### config.mk
export PLATFORM = sky130hd
export DESIGN_NAME = instr_mem_resp
export DESIGN_NICKNAME = d
export VERILOG_FILES = /design/src/rtl/instr_mem_resp.sv
export SDC_FILE = /design/constraint.sdc
export NUM_CORES = 1
export LEC_CHECK = 0
export ABC_CLOCK_PERIOD_IN_PS = 5050
export CORE_UTILIZATION = 66
export DETAILED_ROUTE_END_ITERATION = 10
export PLACE_DENSITY = 0.85
export SLEW_MARGIN = 20
export SYNTH_ARGS = -nofsm -noshare
export SYNTH_HDL_FRONTEND = slang
export SYNTH_SLANG_ARGS = --single-unit
### constraint.sdc
create_clock -name clk -period 5.05 [get_ports clk]
set_input_delay 1.2625 -clock clk [delete_from_list [all_inputs] [get_ports clk]]
set_output_delay 1.2625 -clock clk [all_outputs]
set_load 0.01 [all_outputs]
### src/rtl/instr_mem_resp.sv
// Instruction memory with a fixed-latency fetch port and a program-load write port.
// Loads are accepted only while idle; a fetch answers WAIT_CYCLES+1 cycles after its request.
module instr_mem_resp #(
   parameter int AW          = 5,
   parameter int DW          = 8,
   parameter int DEPTH       = 32,
   parameter int WAIT_CYCLES = 2
) (
   input  logic          clk,
   input  logic          reset,
   input  logic          req,
   input  logic [AW-1:0] addr,
   output logic          rvalid,
   output logic [DW-1:0] rdata,
   output logic          busy,
   input  logic          ld_we,
   input  logic [AW-1:0] ld_addr,
   input  logic [DW-1:0] ld_data,
   output logic          ld_err,
   output logic [7:0]    fetch_cnt
);

   typedef enum logic [1:0] {IDLE, WAIT, RESP} state_t;

   localparam logic [3:0] WC_LOAD = (WAIT_CYCLES > 0) ? 4'(WAIT_CYCLES - 1) : '0;

   state_t        r_state;
   state_t        w_next;
   logic [DW-1:0] r_mem [DEPTH];
   logic [AW-1:0] r_addr;
   logic [3:0]    r_wcnt;
   logic [DW-1:0] r_rdata;
   logic          r_ld_err;
   logic [7:0]    r_fetch_cnt;
   logic          w_idle;
   logic          w_start;
   logic [DW-1:0] w_rd_word;

   assign w_idle    = (r_state == IDLE);
   assign w_start   = w_idle && req;
   assign w_rd_word = r_mem[r_addr];

   always_comb begin
      w_next = r_state;
      case (r_state)
         IDLE: begin
            if (req) begin
               if (WAIT_CYCLES > 0) w_next = WAIT;
               else                 w_next = RESP;
            end
         end
         WAIT:    if (r_wcnt == '0) w_next = RESP;
         RESP:    w_next = IDLE;
         default: w_next = IDLE;
      endcase
   end

   always_ff @(posedge clk or negedge reset) begin
      if (!reset) r_state <= IDLE;
      else        r_state <= w_next;
   end

   always_ff @(posedge clk or negedge reset) begin
      if (!reset) begin
         r_addr <= '0;
         r_wcnt <= '0;
      end else begin
         if (w_start) begin
            r_addr <= addr;
            r_wcnt <= WC_LOAD;
         end else if (r_state == WAIT && r_wcnt != '0) begin
            r_wcnt <= r_wcnt - 4'd1;
         end
      end
   end

   // Writes are blocked while a fetch is in flight so the response word cannot change under it.
   always_ff @(posedge clk or negedge reset) begin
      if (!reset) begin
         for (int unsigned i = 0; i < DEPTH; i++) r_mem[AW'(i)] <= '0;
      end else if (ld_we && w_idle) begin
         r_mem[ld_addr] <= ld_data;
      end
   end

   always_ff @(posedge clk or negedge reset) begin
      if (!reset) begin
         r_ld_err    <= 1'b0;
         r_rdata     <= '0;
         r_fetch_cnt <= '0;
      end else begin
         r_ld_err <= ld_we && !w_idle;
         if (r_state == RESP) begin
            r_rdata     <= w_rd_word;
            r_fetch_cnt <= r_fetch_cnt + 8'd1;
         end
      end
   end

   // During RESP the word is presented straight from memory; otherwise the last response is held.
   assign rvalid    = (r_state == RESP);
   assign rdata     = rvalid ? w_rd_word : r_rdata;
   assign busy      = !w_idle;
   assign ld_err    = r_ld_err;
   assign fetch_cnt = r_fetch_cnt;

endmodule
==> summary.json, run 1 <==
{
  "outcome": {"value": "complete, no violations"},
  "seqPwrFrac": {"value": 0.402},
  "post-route-period-util": {"value": 0.956},
  "overflow": {"value": 0},
  "cellPowerDensity": {"value": 565, "unit": "nW/µm²"},
  "worst-endpoint-arrival": {"value": 3560, "unit": "ps"},
  "cts-hold-fix-buffers": {"value": 0},
  "use_met3": {"value": 0.0473},
  "final_nets": {"value": 1010},
  "cell_count_after_synthesis": {"value": 956},
  "critPathLaunchType": {"value": "register"},
  "grt.busiest_layer": {"value": "met2"},
  "critical_register_to_register_path_startpoint": {"value": "r_state[0]$_DFFE_PN0P_"},
  "cts_root_buf": {"value": "clkbuf_16"},
  "first_global_vias": {"value": 8480},
  "fin_util": {"value": 0.756},
  "mappedNetlistNets": {"value": 981},
  "power_frac_comb": {"value": 0.343},
  "grt_pass1_wl": {"value": 48100, "unit": "µm"},
  "antenna_cells_inserted": {"value": 0},
  "max_freq": {"value": 207, "unit": "MHz"},
  "h-tree-depth": {"value": 1},
  "routabilityCongestion": {"value": 0.812},
  "synth-async-reset-ratio": {"value": 1.00},
  "fin_crit": {"value": 4830, "unit": "ps"},
  "cts.sinks": {"value": 284},
  "critPathKind": {"value": "register to output pin"},
  "synth-seq-cells": {"value": 284},
  "finalHoldViolCount": {"value": 0},
  "synth.cell_area": {"value": 13200, "unit": "µm²"},
  "cts_setup_buffers": {"value": 0},
  "startpoint": {"value": "r_addr[0]$_DFFE_PN0P_"},
  "design.die.area": {"value": 20600, "unit": "µm²"},
  "hold_path.class": {"value": "register to register"},
  "detail_route.drc_violations": {"value": 0},
  "vias": {"value": 8164},
  "setup_viol": {"value": 0},
  "synthMostInstantiatedCell": {"value": "dfrtp_1"},
  "synth_top_area_share": {"value": 0.537},
  "max_cap_violations": {"value": 0},
  "synth.distinct_cells": {"value": 39},
  "core_region_area": {"value": 19600, "unit": "µm²"},
  "grt_antenna_before_repair": {"value": 0},
  "pin_count": {"value": 41},
  "clockBufferDepth": {"value": 3},
  "drive_above_1_share": {"value": 0.373},
  "die-height": {"value": 144, "unit": "µm"},
  "power.net_switching": {"value": 2.78, "unit": "mW"},
  "postRouteAntennaNets": {"value": 0},
  "power.switching_fraction": {"value": 0.332},
  "syn2layout_area_growth": {"value": 11.9, "unit": "%"},
  "ys_top_cells_by_count": {"value": "dfrtp_1, mux2_2, mux2i_1"},
  "drtPass1Iterations": {"value": 4},
  "worst_setup_hold_path_clk_slew": {"value": 60, "unit": "ps"},
  "worst_endpoint_required_time": {"value": 3790, "unit": "ps"},
  "global_route.usage.met1": {"value": 0.434},
  "routed_wire_length_per_instance": {"value": 24.2, "unit": "µm"},
  "place_area": {"value": 13800, "unit": "µm²"},
  "detailed_place_hpwl": {"value": 19200, "unit": "µm"},
  "cell_internal_pwr": {"value": 5.60, "unit": "mW"},
  "rows": {"value": 51},
  "cp-end-kind": {"value": "output pin"},
  "worst_setup_skew_after_layout": {"value": 9.35, "unit": "ps"},
  "power.static_leakage": {"value": 7.10, "unit": "nW"},
  "worst_hold_slack": {"value": 473, "unit": "ps"},
  "tritoncts": {"value": "built"},
  "routed_via_density": {"value": 6.42},
  "sequential_to_total_area_share_from_yosys_stat": {"value": 0.537},
  "power.ir.vdd_worst": {"value": 0.000374, "unit": "V"},
  "grt_setup_unrepaired": {"value": "no"},
  "synth_warnings": {"value": 0},
  "first_iter_violations": {"value": 690},
  "wirelength": {"value": 30700, "unit": "µm"},
  "grt_start_max_net_pins": {"value": 101},
  "yosys.area.top_type": {"value": "dfrtp_1"},
  "power_frac_clock": {"value": 0.255},
  "slew_viol_final": {"value": 0},
  "globalRouteTotalUtil": {"value": 0.314},
  "edff_count_synth": {"value": 0},
  "fin_area": {"value": 14800, "unit": "µm²"},
  "portBuffers": {"value": 40},
  "holdCritStartpoint": {"value": "r_rdata[7]$_DFF_PN0_"},
  "ys_dominant_reg_cell": {"value": "dfrtp_1"},
  "met2_track_usage_gr": {"value": 0.498},
  "die_w": {"value": 144, "unit": "µm"},
  "netlist_top_cells_area": {"value": "dfrtp_1, mux2_2, mux2i_1"},
  "cts_resized": {"value": 0},
  "critical_path.max_fanout": {"value": 31},
  "tritoncts.num_buffers": {"value": 29},
  "worst_pin_slew": {"value": 968, "unit": "ps"},
  "fin_tns_setup": {"value": 0, "unit": "ps"},
  "avgSynthCellArea": {"value": 13.8, "unit": "µm²"},
  "timing.slew.headroom": {"value": 0.354},
  "insertion_delay": {"value": 540, "unit": "ps"},
  "initial_utilization": {"value": 0.676}
}
-- power groups by stage --
stage | Combinational [mW] | Sequential [mW] | Clock, mW
after floorplan | 2.17 | 3.21 | 0
after global placement | 2.76 | 3.34 | 0
after detailed placement | 2.84 | 3.37 | 0
after CTS | 2.86 | 3.35 | 2.16
after global routing | 3.05 | 3.44 | 2.25
final | 2.87 | 3.37 | 2.14
-- flip-flops by register name, indices dropped and copies added, names as in the netlist --
signal     cells
r_wcnt         4
r_addr         5
r_rdata        8
r_state        2
ld_err         1
fetch_cnt      8
r_mem        256
-- path summary, 6_finish.rpt --
kind,endpoint,slack [ps],depth (start not counted)
setup / recovery,rdata[3],220,8
hold / removal,r_rdata[7]$_DFF_PN0_,470,2
setup reg to reg,r_mem[252]$_DFFE_PN0P_,2230,5
hold reg to reg,r_rdata[7]$_DFF_PN0_,470,2
max in group asynchronous,r_mem[25]$_DFFE_PN0P_,3180,2
min in group asynchronous,r_mem[32]$_DFFE_PN0P_,740,1
-- area by class of cell --
| class | count | area, µm² |
|---|---|---|
| Sequential cell | 284 | 7110 |
| Multi-Input combinational cell | 600 | 5730 |
| Fill cell | 1235 | 4780 |
| Clock buffer | 44 | 902 |
| Timing Repair Buffer | 65 | 643 |
| Tap cell | 265 | 332 |
| Clock inverter | 8 | 67.6 |
| Inverter | 5 | 18.8 |
-- cells by family (layout without fill, tap and decap cells) --
family	Yosys count	in the layout	share of synthesized area
mux	390	390	0.320
flops	284	284	0.537
simple gates	100	100	0.0407
compound gates	98	98	0.0630
buf+inv	72	122	0.0310
xor+xnor	9	9	0.00595
fa+ha+maj	3	3	0.00284
-- metal layers --
layer  share of wire  wire length [µm]
met1            0.44             13400
met2            0.47             14600
met3           0.048              1480
met4           0.043              1310
met5               0                 0
-- stage by stage --
step | total power [mW] | cells | setup slack (ps)
3_3_place_gp | 6.10 | 1219 | 834
6_report | 8.37 | 1271 | 223
2_1_floorplan | 5.38 | 956 | 2010
3_5_place_dp | 6.21 | 1219 | 803
4_1_cts | 8.37 | 1271 | 212
5_1_grt | 8.73 | 1271 | 95.9
-- critical path, cell delays in order, from the launching register on --
cell and delay [ps]:
dfrtp_4 670, buf_12 260, buf_12 250, mux2i_1 140, a22o_1 270, a221oi_2 170, o22ai_1 160, o41ai_2 450
clkdlybuf4s50_1 620
-- layout by cell type, fill, tap and decap left out, types with 2 or more instances in the layout --
cell type / n
a21oi_1: 18
a22oi_1: 32
ha_1: 3
nand2_1: 40
mux2_2: 261
dfrtp_1: 283
clkbuf_8: 12
nand2b_1: 5
nor2_1: 12
mux2i_1: 129
xor2_1: 3
clkdlybuf4s50_1: 39
xnor2_1: 6
o41ai_2: 8
a221oi_1: 9
nand4_1: 4
buf_12: 4
clkbuf_1: 3
inv_1: 5
buf_4: 21
clkbuf_16: 29
nor3_1: 2
clkinv_2: 6
or2_2: 4
o22ai_1: 8
nor2b_1: 3
a22o_1: 16
nor2_4: 7
and2_1: 5
nor2_2: 9
a221oi_2: 7
Note: power is estimated with default switching activity, not from simulation.
==> inputs of run 2 (changes only) <==
- ABC_AREA: default -> 1
- CTS_CLUSTER_DIAMETER: default -> 120
==> run 2 against run 1 <==
Core utilization is 0.53 points lower. Sequential share of layout area up 2.3 points. Setup slack improved by 300 ps. Highest routed layer unchanged.
==> summary.json, run 2 <==
{
  "post_synth_and_or_nand_nor_area_fraction": {"value": 0.287},
  "tritoncts.num_buffers": {"value": 29},
  "pin_count": {"value": 41},
  "detailed_place_hpwl": {"value": 19500, "unit": "µm"},
  "sequential_to_total_area_share_from_yosys_stat": {"value": 0.557},
  "outcome": {"value": "complete, no violations"},
  "mappedNetlistNets": {"value": 1611},
  "postRouteAntennaNets": {"value": 0},
  "overflow": {"value": 0},
  "design.die.area": {"value": 19900, "unit": "µm²"},
  "cp-end-kind": {"value": "output pin"},
  "area_fraction_in_compound_gates_after_synthesis": {"value": 0.105},
  "post-route-period-util": {"value": 0.896},
  "wirelength": {"value": 33400, "unit": "µm"},
  "dr_wl_met2": {"value": 15100, "unit": "µm"},
  "cts.sinks": {"value": 284},
  "worst_endpoint_required_time": {"value": 3790, "unit": "ps"},
  "fin_area": {"value": 14100, "unit": "µm²"},
  "fin_util": {"value": 0.750},
  "critPathSlowestCell": {"value": "dfrtp_4"},
  "cts_setup_buffers": {"value": 0},
  "synth_warnings": {"value": 0},
  "mostFrequentLayoutCell": {"value": "nand2_1"},
  "grt_start_max_net_pins": {"value": 123},
  "yosys.area.top_type": {"value": "dfrtp_1"},
  "portBuffers": {"value": 40},
  "timing.critical_path.max_delay_family": {"value": "buffers and inverters"},
  "power.static_leakage": {"value": 6.53, "unit": "nW"},
  "grt_antenna_before_repair": {"value": 0},
  "first_iter_violations": {"value": 1465},
  "die_w": {"value": 141, "unit": "µm"},
  "routabilityCongestion": {"value": 0.870},
  "wirelength_met1": {"value": 13900, "unit": "µm"},
  "instances_no_fill": {"value": 1836},
  "initial_utilization": {"value": 0.677},
  "dp.cells": {"value": 1785},
  "drtPass1Iterations": {"value": 8},
  "core_region_area": {"value": 18800, "unit": "µm²"},
  "grt_pass1_wl": {"value": 55100, "unit": "µm"},
  "critPathLaunchType": {"value": "register"},
  "fin_tns_setup": {"value": 0, "unit": "ps"},
  "cts_resized": {"value": 0},
  "max_freq": {"value": 221, "unit": "MHz"},
  "top_layer": {"value": "met4"},
  "edff_count_synth": {"value": 0},
  "hold_path.class": {"value": "register to register"},
  "worst_pin_slew": {"value": 1120, "unit": "ps"},
  "worst_hold_slack": {"value": 467, "unit": "ps"},
  "fin_crit": {"value": 4520, "unit": "ps"},
  "globalRouteTotalUtil": {"value": 0.354},
  "insertion_delay": {"value": 560, "unit": "ps"},
  "die-height": {"value": 141, "unit": "µm"},
  "register_with_the_most_flip_flops": {"value": "r_mem"},
  "cellPowerDensity": {"value": 575, "unit": "nW/µm²"},
  "cts-hold-fix-buffers": {"value": 0},
  "cpPeakStageDelay": {"value": 830, "unit": "ps"},
  "drive_above_1_share": {"value": 0.0431},
  "ys_top_cells_by_count": {"value": "nand2_1, dfrtp_1, o21ai_0"},
  "synth.cell_area": {"value": 12800, "unit": "µm²"},
  "finalHoldViolCount": {"value": 0},
  "synth_top_area_share": {"value": 0.557},
  "post_synth_fa_ha_maj_area_fraction": {"value": 0.00294},
  "routed-wl-met3": {"value": 2820, "unit": "µm"},
  "synth_xor_xnor_area_share": {"value": 0.00481},
  "slew_viol_final": {"value": 0},
  "worst_setup_skew_after_layout": {"value": 6.58, "unit": "ps"},
  "place_area": {"value": 13200, "unit": "µm²"},
  "largest_register_ffs": {"value": 256},
  "critPathKind": {"value": "register to output pin"},
  "timing.slew.headroom": {"value": 0.255},
  "h-tree-depth": {"value": 1},
  "routed_wire_length_per_instance": {"value": 18.2, "unit": "µm"},
  "cts_root_buf": {"value": "clkbuf_16"},
  "cell_count_after_synthesis": {"value": 1586},
  "critical_path.max_fanout": {"value": 75},
  "leading_cell_types_in_the_layout_fill_and_taps_excluded": {"value": "nand2_1, dfrtp_1, o21ai_0, nand3_1, clkdlybuf4s50_1"},
  "post_synthesis_mux_area_share": {"value": 0},
  "ys_dominant_reg_cell": {"value": "dfrtp_1"},
  "grt_setup_unrepaired": {"value": "no"},
  "avgSynthCellArea": {"value": 8.04, "unit": "µm²"},
  "syn2layout_area_growth": {"value": 10.8, "unit": "%"},
  "antenna_cells_inserted": {"value": 0},
  "first_global_vias": {"value": 10700},
  "routed_via_density": {"value": 6.07},
  "vias": {"value": 11100},
  "synth.distinct_cells": {"value": 21},
  "tritoncts": {"value": "built"},
  "worst-endpoint-arrival": {"value": 3260, "unit": "ps"},
  "synth-async-reset-ratio": {"value": 1.00},
  "setup_viol": {"value": 0},
  "final_nets": {"value": 1581},
  "synth-seq-cells": {"value": 284},
  "main_combinational_cell_family_by_area_after_synthesis": {"value": "simple AND/OR/NAND/NOR gates"},
  "rows": {"value": 50},
  "critical_path_buf_inv_count": {"value": 2},
  "detail_route.drc_violations": {"value": 0},
  "crit_path_cell_trace": {"value": "buf_12, nand2_1, nand3_1, nand3_1, nand2_1, nand2_1, nand3_1, nand3_1, nand2_1, clkdlybuf4s50_1"},
  "worst_setup_hold_path_clk_slew": {"value": 60, "unit": "ps"},
  "power.ir.vdd_worst": {"value": 0.000391, "unit": "V"},
  "netlist_top_cells_area": {"value": "dfrtp_1, nand2_1, o21ai_0"},
  "max_cap_violations": {"value": 0},
  "synthMostInstantiatedCell": {"value": "nand2_1"},
  "clockBufferDepth": {"value": 3}
}
## run 2: cell count changes after synthesis, sizes merged, moves of 11 or more
| cell | previous run | this run |
|---|---|---|
| mux2i | 129 | 0 |
| nor2 | 28 | 5 |
| buf | 27 | 12 |
| nor3 | 2 | 13 |
| mux2 | 261 | 0 |
| nand3 | 1 | 220 |
| inv | 5 | 29 |
| a221oi | 16 | 0 |
| a22oi | 32 | 0 |
| a21oi | 18 | 2 |
| o21ai | 0 | 264 |
| nand2 | 40 | 636 |
| clkbuf | 40 | 101 |
| a22o | 16 | 0 |
## run 2: layout make-up
cell class / instances / area (µm²)
Fill cell: 1346 / 4700
Inverter: 32 / 123
Clock inverter: 7 / 88.8
Tap cell: 260 / 325
Timing Repair Buffer: 52 / 558
Multi-Input combinational cell: 1157 / 5090
Clock buffer: 44 / 832
Sequential cell: 284 / 7110
## run 2: metal layers
metal / vias to the layer above / GRT usage
li1: 5112 / -
met1: 5316 / 0.493
met2: 603 / 0.564
met3: 113 / 0.0465
met4: 0 / 0.154
met5: - / 0
## run 2: final timing paths
kind | from | to | slack [ps] | cells after the start
max in group asynchronous | reset | r_mem[194]$_DFFE_PN0P_ | 3290 | 2
min in group asynchronous | reset | r_mem[21]$_DFFE_PN0P_ | 600 | 1
worst min register to register | r_wcnt[3]$_DFFE_PN0P_ | r_wcnt[3]$_DFFE_PN0P_ | 470 | 1
worst min-delay path | r_wcnt[3]$_DFFE_PN0P_ | r_wcnt[3]$_DFFE_PN0P_ | 470 | 1
worst max-delay path | r_addr[0]$_DFFE_PN0P_ | rdata[0] | 530 | 10
worst max register to register | r_state[1]$_DFFE_PN0P_ | r_mem[18]$_DFFE_PN0P_ | 2250 | 7
## run 2: power breakdown
| group | switching (mW) | internal [mW] |
|---|---|---|
| logic | 1.68 | 0.924 |
| registers | 0.478 | 2.94 |
| clock network | 0.864 | 1.23 |
## run 2: cell families (layout without fill, tap and decap cells)
| group | Yosys count | in the layout |
|---|---|---|
| fa+ha+maj | 3 | 3 |
| compound gates | 267 | 267 |
| buf+inv | 145 | 135 |
| simple gates | 880 | 880 |
| flops | 284 | 284 |
| xor+xnor | 7 | 7 |
## run 2: metrics by stage
stage | total power [mW] | setup slack, ps
after CTS | 8.07 | 590
after global placement | 5.87 | 1220
after detailed placement | 5.97 | 1200
final | 8.12 | 526
after global routing | 8.60 | 401
after floorplan | 5.08 | 2240
==> inputs of run 3 (changes only) <==
- PLACE_DENSITY: 0.85 -> default
- PLACE_DENSITY_LB_ADDON: default -> 0.08
==> run 3 against run 2 <==
Sequential power decreased by 2%. Clock skew increased by 7.2 ps. Power decreased by 0.37%. Clock power decreased by 3%. Fmax increased by 2.5%. Critical path type unchanged. Highest routed layer unchanged.
==> summary.json, run 3 (synthesized netlist as in run 2, its figures left out) <==
{
  "design.die.area": {"value": 19900, "unit": "µm²"},
  "h-tree-depth": {"value": 1},
  "fillerInstances": {"value": 1396},
  "routed_via_density": {"value": 5.99},
  "max_freq": {"value": 227, "unit": "MHz"},
  "portBuffers": {"value": 40},
  "timing.slew.headroom": {"value": 0.235},
  "grt_setup_unrepaired": {"value": "no"},
  "die-height": {"value": 141, "unit": "µm"},
  "grt.busiest_layer": {"value": "met2"},
  "crit-reg2reg-capture": {"value": "r_mem[109]$_DFFE_PN0P_"},
  "mostFrequentLayoutCell": {"value": "nand2_1"},
  "instances_no_fill": {"value": 1837},
  "cts_setup_buffers": {"value": 0},
  "setup_viol": {"value": 0},
  "power.static_leakage": {"value": 6.54, "unit": "nW"},
  "first_iter_violations": {"value": 1430},
  "leading_cell_types_in_the_layout_fill_and_taps_excluded": {"value": "nand2_1, dfrtp_1, o21ai_0, nand3_1, clkdlybuf4s50_1"},
  "cts-hold-fix-buffers": {"value": 0},
  "insertion_delay": {"value": 550, "unit": "ps"},
  "cts_root_buf": {"value": "clkbuf_16"},
  "final_nets": {"value": 1585},
  "met2_track_usage_gr": {"value": 0.540},
  "detailed_place_hpwl": {"value": 19900, "unit": "µm"},
  "antenna_cells_inserted": {"value": 0},
  "power.ir.vdd_worst": {"value": 0.000411, "unit": "V"},
  "holdCritStartpoint": {"value": "r_wcnt[3]$_DFFE_PN0P_"},
  "max_cap_violations": {"value": 0},
  "first_global_vias": {"value": 10400},
  "finalHoldViolCount": {"value": 0},
  "critPathSlowestCell": {"value": "clkdlybuf4s50_1"},
  "overflow": {"value": 0},
  "fin_tns_setup": {"value": 0, "unit": "ps"},
  "largest_register_ffs": {"value": 256},
  "vias": {"value": 11000},
  "critPathKind": {"value": "register to output pin"},
  "place_area": {"value": 13200, "unit": "µm²"},
  "hold_path.class": {"value": "register to register"},
  "worst-endpoint-arrival": {"value": 3150, "unit": "ps"},
  "critPathLaunchType": {"value": "register"},
  "post-route-period-util": {"value": 0.874},
  "routed_wire_length_per_instance": {"value": 18.4, "unit": "µm"},
  "core_region_area": {"value": 18800, "unit": "µm²"},
  "fin_area": {"value": 14100, "unit": "µm²"},
  "outcome": {"value": "complete, no violations"},
  "cp-end-kind": {"value": "output pin"},
  "pin_count": {"value": 41},
  "grt_start_max_net_pins": {"value": 135},
  "critical_path_cell_count": {"value": 11},
  "worst_pin_slew": {"value": 1140, "unit": "ps"},
  "r2r_slack": {"value": 2340, "unit": "ps"},
  "globalRouteTotalUtil": {"value": 0.352},
  "postRouteAntennaNets": {"value": 0},
  "wirelength": {"value": 33800, "unit": "µm"},
  "rows": {"value": 50},
  "grt_pass1_wl": {"value": 54500, "unit": "µm"},
  "critical_register_to_register_path_startpoint": {"value": "r_state[1]$_DFFE_PN0P_"},
  "worst_endpoint_required_time": {"value": 3790, "unit": "ps"},
  "die_w": {"value": 141, "unit": "µm"},
  "cellPowerDensity": {"value": 572, "unit": "nW/µm²"},
  "tritoncts.num_buffers": {"value": 29},
  "startpoint": {"value": "r_addr[0]$_DFFE_PN0P_"},
  "critical_path_buf_inv_count": {"value": 3},
  "timing.critical_path.max_delay_family": {"value": "buffers and inverters"},
  "slew_viol_final": {"value": 0},
  "global_route.usage.met1": {"value": 0.502},
  "register_with_the_most_flip_flops": {"value": "r_mem"},
  "tritoncts": {"value": "built"},
  "cts_resized": {"value": 0},
  "worst_setup_hold_path_clk_slew": {"value": 60, "unit": "ps"},
  "syn2layout_area_growth": {"value": 10.9, "unit": "%"},
  "crit_path_cell_trace": {"value": "inv_4, buf_12, nand2_1, nand3_1, nand3_1, nand2_1, nand2_1, nand3_1, nand3_1, nand2_1, clkdlybuf4s50_1"},
  "routabilityCongestion": {"value": 0.912},
  "fin_crit": {"value": 4410, "unit": "ps"},
  "dp.cells": {"value": 1788},
  "total_power": {"value": 8.09, "unit": "mW"},
  "drtPass1Iterations": {"value": 6},
  "cts.sinks": {"value": 284},
  "initial_utilization": {"value": 0.677},
  "detail_route.drc_violations": {"value": 0},
  "critical_path.max_fanout": {"value": 48},
  "drive_above_1_share": {"value": 0.0469},
  "clockBufferDepth": {"value": 3},
  "grt_antenna_before_repair": {"value": 0},
  "timing.reg2reg.worst_path_depth": {"value": 7},
  "cpPeakStageDelay": {"value": 540, "unit": "ps"},
  "worst_setup_skew_after_layout": {"value": 13.7, "unit": "ps"},
  "critPathCapture": {"value": "rdata[6]"},
  "use_met3": {"value": 0.0581}
}
-- run 3: area by class of cell --
class / count / area, µm² / share of cell area
clock buffers: 40 / 817 / 0.0578
clock inverters: 8 / 71.3 / 0.00504
inverters: 32 / 123 / 0.00867
multi-input cells: 1157 / 5090 / 0.360
flip-flops and latches: 284 / 7110 / 0.503
well taps: 260 / 325 / 0.0230
repair buffers: 56 / 596 / 0.0421
-- run 3: per-stage QoR --
| stage | hold slack [ps] | setup slack [ps] | util |
|---|---|---|---|
| 2_1_floorplan | 434 | 2240 | - |
| 3_3_place_gp | 455 | 1280 | 0.702 |
| 3_5_place_dp | 462 | 1270 | 0.702 |
| 4_1_cts | 475 | 687 | 0.749 |
| 5_1_grt | 484 | 527 | 0.751 |
| 6_report | 473 | 638 | 0.751 |
-- run 3: report_power, final --
group	internal (mW)	switching (mW)	total (mW)	leakage, nW
Clock	1.17	0.857	2.03	0.439
Sequential	2.95	0.409	3.35	3.79
Combinational	0.919	1.79	2.71	2.31
-- run 3: routing by layer --
metal / vias up / wire, µm
met5: - / 0
met4: 0 / 1420
li1: 5124 / -
met1: 5223 / 14400
met2: 557 / 15200
met3: 99 / 2790
-- run 3: worst min-delay path by stage --
stage,end,cells after the start
4_1_cts,r_wcnt[3]$_DFFE_PN0P_,1
6_report,r_wcnt[3]$_DFFE_PN0P_,1
5_1_grt,r_wcnt[3]$_DFFE_PN0P_,1
3_3_place_gp,r_wcnt[3]$_DFFE_PN0P_,1
3_5_place_dp,r_rdata[0]$_DFF_PN0_,2
2_1_floorplan,r_wcnt[3]$_DFFE_PN0P_,1
